[src/rtl/accel_wb_bridge.sv]
// rtl/accel_wb_bridge.sv - Wishbone bridge from the network adapter master to NR_ACCEL accelerator slave ports
// Optional response timeout: define OPTIMSOC_ACCEL_TIMEOUT_EN.
module accel_wb_bridge #(
  parameter int NR_ACCEL       = 2,
  parameter int ACCEL_SEL_LSB  = 24,
  parameter int TIMEOUT_CYCLES = 255
) (
  input  logic                     clk,
  input  logic                     rst,
  input  logic [31:0]              wbs_adr_i,
  input  logic [31:0]              wbs_dat_i,
  input  logic [3:0]               wbs_sel_i,
  input  logic                     wbs_we_i,
  input  logic                     wbs_cyc_i,
  input  logic                     wbs_stb_i,
  output logic [31:0]              wbs_dat_o,
  output logic                     wbs_ack_o,
  output logic                     wbs_err_o,
  output logic [32*NR_ACCEL-1:0]   acc_adr_o,
  output logic [32*NR_ACCEL-1:0]   acc_dat_o,
  output logic [4*NR_ACCEL-1:0]    acc_sel_o,
  output logic [NR_ACCEL-1:0]      acc_we_o,
  output logic [NR_ACCEL-1:0]      acc_cyc_o,
  output logic [NR_ACCEL-1:0]      acc_stb_o,
  input  logic [32*NR_ACCEL-1:0]   acc_dat_i,
  input  logic [NR_ACCEL-1:0]      acc_ack_i,
  input  logic [NR_ACCEL-1:0]      acc_err_i,
  output logic                     busy_o,
  output logic [7:0]               err_cnt_o
);

  localparam int IW = (NR_ACCEL > 1) ? $clog2(NR_ACCEL) : 1;

  typedef enum logic [1:0] {IDLE, ACCESS, RESP} state_t;

  state_t              state;
  logic [31:0]         adr_q;
  logic [31:0]         dat_q;
  logic [3:0]          sel_q;
  logic                we_q;
  logic [IW-1:0]       idx_q;
  logic [NR_ACCEL-1:0] cyc_q;

  logic [IW-1:0]       req_idx;
  logic                req_valid;
  logic                port_ack;
  logic                port_err;
  logic [31:0]         port_dat;
  logic [7:0]          err_cnt_next;
  logic                tmo_hit;

  assign req_idx      = wbs_adr_i[ACCEL_SEL_LSB +: IW];
  assign req_valid    = ({1'b0, req_idx} < (IW+1)'(NR_ACCEL));
  assign err_cnt_next = (err_cnt_o == 8'hFF) ? 8'hFF : err_cnt_o + 8'd1;
  assign busy_o       = (state != IDLE);
  assign acc_cyc_o    = cyc_q;
  assign acc_stb_o    = cyc_q;

`ifdef OPTIMSOC_ACCEL_TIMEOUT_EN
  logic [15:0] tmo_cnt;

  assign tmo_hit = (tmo_cnt == 16'(TIMEOUT_CYCLES - 1));

  // Held at zero outside ACCESS so every access starts counting from 0.
  always_ff @(posedge clk or posedge rst) begin
    if (rst)                  tmo_cnt <= '0;
    else if (state == ACCESS) tmo_cnt <= tmo_cnt + 16'd1;
    else                      tmo_cnt <= '0;
  end
`else
  assign tmo_hit = 1'b0;
`endif

  always_comb begin
    acc_adr_o = '0;
    acc_dat_o = '0;
    acc_sel_o = '0;
    acc_we_o  = '0;
    port_ack  = 1'b0;
    port_err  = 1'b0;
    port_dat  = '0;
    for (int n = 0; n < NR_ACCEL; n++) begin
      if (cyc_q[n]) begin
        acc_adr_o[32*n +: 32] = adr_q;
        acc_dat_o[32*n +: 32] = dat_q;
        acc_sel_o[4*n +: 4]   = sel_q;
        acc_we_o[n]           = we_q;
      end
      if (idx_q == IW'(n)) begin
        port_ack = acc_ack_i[n];
        port_err = acc_err_i[n];
        port_dat = acc_dat_i[32*n +: 32];
      end
    end
  end

  always_ff @(posedge clk or posedge rst) begin
    if (rst) begin
      state     <= IDLE;
      adr_q     <= '0;
      dat_q     <= '0;
      sel_q     <= '0;
      we_q      <= 1'b0;
      idx_q     <= '0;
      cyc_q     <= '0;
      wbs_ack_o <= 1'b0;
      wbs_err_o <= 1'b0;
      wbs_dat_o <= '0;
      err_cnt_o <= '0;
    end else begin
      wbs_ack_o <= 1'b0;
      wbs_err_o <= 1'b0;
      wbs_dat_o <= '0;
      case (state)
        IDLE: begin
          if (wbs_cyc_i && wbs_stb_i) begin
            adr_q <= wbs_adr_i;
            dat_q <= wbs_dat_i;
            sel_q <= wbs_sel_i;
            we_q  <= wbs_we_i;
            idx_q <= req_idx;
            if (req_valid) begin
              state <= ACCESS;
              cyc_q <= NR_ACCEL'(1) << req_idx;
            end else begin
              state     <= RESP;
              wbs_err_o <= 1'b1;
              err_cnt_o <= err_cnt_next;
            end
          end
        end
        ACCESS: begin
          // A master abandoning the cycle takes priority over any response.
          if (!wbs_cyc_i) begin
            state <= IDLE;
            cyc_q <= '0;
          end else if (port_err || tmo_hit) begin
            state     <= RESP;
            cyc_q     <= '0;
            wbs_err_o <= 1'b1;
            err_cnt_o <= err_cnt_next;
          end else if (port_ack) begin
            state     <= RESP;
            cyc_q     <= '0;
            wbs_ack_o <= 1'b1;
            wbs_dat_o <= port_dat;
          end
        end
        RESP:    state <= IDLE;
        default: state <= IDLE;
      endcase
    end
  end

endmodule

[config.mk]
export PLATFORM = sky130hd
export DESIGN_NAME = accel_wb_bridge
export DESIGN_NICKNAME = d
export VERILOG_FILES = /design/src/rtl/accel_wb_bridge.sv
export SDC_FILE = /design/constraint.sdc
export NUM_CORES = 1
export LEC_CHECK = 0
export ABC_AREA = 1
export BUFFER_PORTS_ARGS = -buffer_cell sky130_fd_sc_hd__buf_2
export CAP_MARGIN = 20
export CORE_MARGIN = 5
export CORE_UTILIZATION = 37
export CTS_CLUSTER_DIAMETER = 120
export DETAILED_ROUTE_END_ITERATION = 16
export PLACE_DENSITY = 0.77
export SLEW_MARGIN = 20
export SYNTH_ARGS = -nofsm -noshare
export SYNTH_HDL_FRONTEND = slang
export SYNTH_SLANG_ARGS = --single-unit
[constraint.sdc]
create_clock -name clk -period 10.2 [get_ports clk]
set_clock_uncertainty 0.05 [all_clocks]
set_input_delay 2.04 -clock clk [delete_from_list [all_inputs] [get_ports clk]]
set_output_delay 2.04 -clock clk [all_outputs]
set_load 0.02 [all_outputs]
== Word level (Yosys, flattened, before mapping) ==
Index checks and enable logic that the tools add are counted.
Storage, ports and cells
  logic and storage cells: 58
  flip-flop bits (word level): 116
  output and inout bits: 185
  bits of input ports: 141
Operators by class
  muxes and demuxes: 33
  shifts and indexed selects: 1
  eq/ne operators: 4
  reduce and logical (&&, ||, !) cells: 8
  add/sub/neg operators: 1
Operator list (count)
  32-bit two-way mux: 9
  2-bit two-way mux: 8
  1-bit two-way mux: 11
  8-bit by 1-bit adder with 8-bit output, second input constant: 1
  8-bit equality test, second input constant: 1
  4-bit two-way mux: 2
  8-bit two-way mux: 1
  2-bit one-hot mux with 2 select lines: 2
  3-bit AND reduction: 2
  4-bit inequality test, second input constant: 1
  2-bit AND reduction: 2
  2-bit nonzero test: 2
  2-bit by 1-bit equality test with 1-bit output, second input constant: 1
  2-bit zero test: 1
  2-bit inequality test, second input constant: 1
  1-bit by 1-bit left shift with 2-bit output, first input constant: 1
  1-bit logical AND: 1

== Depth between registers and ports, before layout ==
  depth after elaboration: 5
  gate-level depth with buffers: 9
  gate-level depth less buffers: 9

== Least setup slack after synthesis ==
Ideal clock, no wire load.
  path type: register to output
  start: reg cyc_q[0] (netlist: acc_cyc_o[0])
  end: out acc_adr_o[24]
  path slack: 6.935 ns
  arrival time: 1.175 ns
  required time: 8.110 ns
  path buffers: 2
  stages on the path, launching flop included: 5
  path through: dfrtp_1 clkbuf_1 clkbuf_1 nand2_1 inv_1
Between the ends
  cells in the longest elaborated chain, start to end: 1
Ends and longest elaborated chain
  from (decl): line 42  | logic [NR_ACCEL-1:0] cyc_q;
  from (signal assigned): line 124  | cyc_q <= NR_ACCEL'(1) << req_idx;
  32-bit two-way mux: line 83  | if (cyc_q[n]) begin
  to (decl): line 19  | output logic [32*NR_ACCEL-1:0] acc_adr_o,
Every way passes these cells.

== Final worst setup path ==
  start: reg cyc_q[1] (netlist: acc_cyc_o[1])
  end: out acc_dat_o[62]
Between the ends
  cells in the longest elaborated chain, start to end: 1
Ends and longest elaborated chain
  32-bit two-way mux: line 83
  to (decl): line 20  | output logic [32*NR_ACCEL-1:0] acc_dat_o,
Every way passes these cells.

==> flow_metrics.py <==
metrics = {
    "outcome": {
        "status": "finished, final reports clean",
    },
    "grt": {
        "grt_remaining_overflow": 0,
        "grt_pass1_vias": 5675,
        "grt_max_degree": 73,
        "grt_pass1_wl_um": 28340,
        "grtUsageTotal_pct": 19.33,
        "antenna_found_initial": 0,
    },
    "clock_tree": {
        "cts.sinks": 115,
        "root_buffer": "clkbuf_16",
        "worstSkewPairLatency_ns": 0.41,
        "cts_buffers": 17,
        "htree_levels": 4,
        "cts_tree": "built",
        "post-cts-setup-buffer-count": 0,
        "ctsResizeCount": 0,
        "clk_path_buf_depth": 2,
        "path_clk_slew_ns": 0.05,
        "cts_hold_buffers": 0,
    },
    "drt": {
        "drc": 0,
        "detail_route.wl_per_cell_um": 13.25,
        "drt_iter0_drc": 324,
        "dr.pass1.iters": 6,
        "wl_um": 17990,
        "wl_met1_um": 7099,
        "vias": 5967,
        "ant_nets": 0,
        "wl_met2_um": 9070,
        "highest_layer": "met4",
        "vias_per_cell": 4.394,
        "wl_met3_um": 1256,
    },
    "cells_and_area": {
        "layout-drive-gt1-share_pct": 35.03,
        "layout.nets": 1271,
        "fin_cells": 1358,
        "final_core_util_pct": 51.90,
        "final_area_mm2": 0.008154,
        "antenna_cells": 0,
        "area_growth_pct": 39.49,
    },
    "power_and_ir_drop": {
        "p_total_mw": 1.565,
        "total_leakage_power_nw": 5.767,
        "p_per_area_mw_per_mm2": 191.9,
        "irDropWorstVdd_mv": 0.1032,
    },
    "timing": {
        "worst_slew_pin_slew_ns": 0.9566,
        "grt_setup_unrepaired": "false",
        "max_slew_margin_pct": 36.23,
        "hold_viol": 0,
        "fin_crit_ns": 4.110,
        "slew_viol_final": 0,
        "max_freq_mhz": 243.3,
        "whs_ns": 0.4527,
        "setup_viol": 0,
        "fin_crit_sh_pct": 40.29,
        "setup_slack_ns": 6.090,
        "tns_ns": 0,
    },
    "floorplan": {
        "pin_count": 326,
        "rows": 46,
        "coreArea_mm2": 0.01571,
        "fp.dieW_um": 135.7,
        "initial_core_util_pct": 37.20,
        "dieArea_mm2": 0.01841,
        "dieHeight_um": 135.7,
    },
    "logic_synthesis": {
        "synth_top_family_by_area": "simple AND/OR/NAND/NOR gates",
        "syn_area_mm2": 0.005846,
        "ys_seq_elements": 115,
        "yosys.area.top_type": "dfrtp_1",
        "async_flop_share_pct": 100.0,
        "syn_area_per_cell_um2": 7.094,
        "yosys.area_share.simple_pct": 31.42,
        "ys_seq_area_share_pct": 49.23,
        "synthAdderAreaFrac_pct": 0.2140,
        "synth-main-ff-cell": "dfrtp_1",
        "synth_nets": 966,
        "synthCells": 824,
        "yosys_warnings": 0,
        "synth-edff-count": 0,
        "synth_compound_area_share_pct": 5.180,
        "synthXorXnorAreaFrac_pct": 0.1498,
        "netlist_top_cells_area": "dfrtp_1, nand2_1, inv_1",
        "synth_top_area_share_pct": 49.23,
        "yosys.cell_count.top_type": "nand2_1",
        "synth_cell_types": 24,
        "yosys-top-cells-count": "nand2_1, inv_1, dfrtp_1",
        "synthMuxAreaShare_pct": 0,
    },
    "critical_path": {
        "required_ns": 8.11,
        "crit_fanout": 44,
        "slowest_delay_ns": 0.72,
        "worstPathCellList": "buf_4, nand2_1, inv_1, buf_2",
        "end_kind": "output pin",
        "path_class": "reg -> out",
        "cp_slowest_cell": "dfrtp_2",
        "startpoint_type": "flop",
        "critPathArrivalTime_ns": 2.02,
    },
    "place": {
        "dp_hpwl_um": 13170,
        "dpl_worst_slack_ns": 6.107,
        "io_buffer_count": 325,
        "placed_area_mm2": 0.007547,
        "gp_congestion": 0.8479,
        "placedCellCount": 1326,
    },
    "min_path": {
        "min_path_type": "reg -> reg",
    },
    "job": {
        "maxCapViolCount": 0,
    },
}
-- report_power, final --
part           internal (mW)  switching, mW  total [mW]
clock                  0.402          0.206       0.608
sequential             0.521         0.0779       0.599
combinational          0.123          0.235       0.358
total                   1.05          0.519        1.56
-- routing by layer --
metal,up-vias,GRT usage (%)
li1,2966,-
met5,-,0
met3,46,4.532
met1,2726,23.75
met2,229,32.58
met4,0,8.287
-- final timing paths --
check                             start  cells after the start  slack [ns]       endpoint
setup / recovery           acc_cyc_o[1]                      4        6.09  acc_dat_o[62]
hold / removal                 adr_q[8]                      2        0.45       adr_q[8]
setup reg to reg               state[1]                      6        7.52      adr_q[24]
hold reg to reg                adr_q[8]                      2        0.45       adr_q[8]
max in group asynchronous           rst                      3        7.08   acc_cyc_o[0]
min in group asynchronous           rst                      2        1.69   wbs_dat_o[1]
-- registers in the layout, indices dropped and copies added, names as in the netlist --
register,count
wbs_err_o,1
sel_q,4
acc_cyc_o,2
adr_q,32
wbs_dat_o,32
wbs_ack_o,1
err_cnt_o,8
we_q,1
dat_q,32
state,2
-- cell type report --
cell class,count,area (µm²)
Tap cell,216,270.3
Multi-Input combinational cell,513,2161
Sequential cell,115,2883
Inverter,153,578.1
Clock inverter,9,127.6
Clock buffer,23,478.0
Fill cell,1496,7559
Timing Repair Buffer,329,1657
-- cell usage in the layout, fill, tap and decap left out, types with 4 or more instances in the layout --
cell type  netlist  final
nand2_1        446    446
buf_2            3    325
inv_1          150    149
dfrtp_1        115    113
a21oi_2         30     30
clkbuf_16        0     17
nand3_1         10     10
nor2_1           8      8
clkinv_2         0      4
a21oi_1          4      4
buf_4           10      4
-- cells by family (layout without fill, tap and decap cells) --
group	Yosys count	after routing
flops	115	115
xor+xnor	1	1
compound gates	38	38
fa+ha+maj	1	1
simple gates	473	473
buf+inv	196	514
-- worst max-delay path, delay by kind of cell (launching register included) --
kind / cells / cell delay, ns
simple gates: 1 / 0.11
flops: 1 / 0.72
buf+inv: 3 / 0.76
No activity file was read; power rests on OpenSTA's default activity.
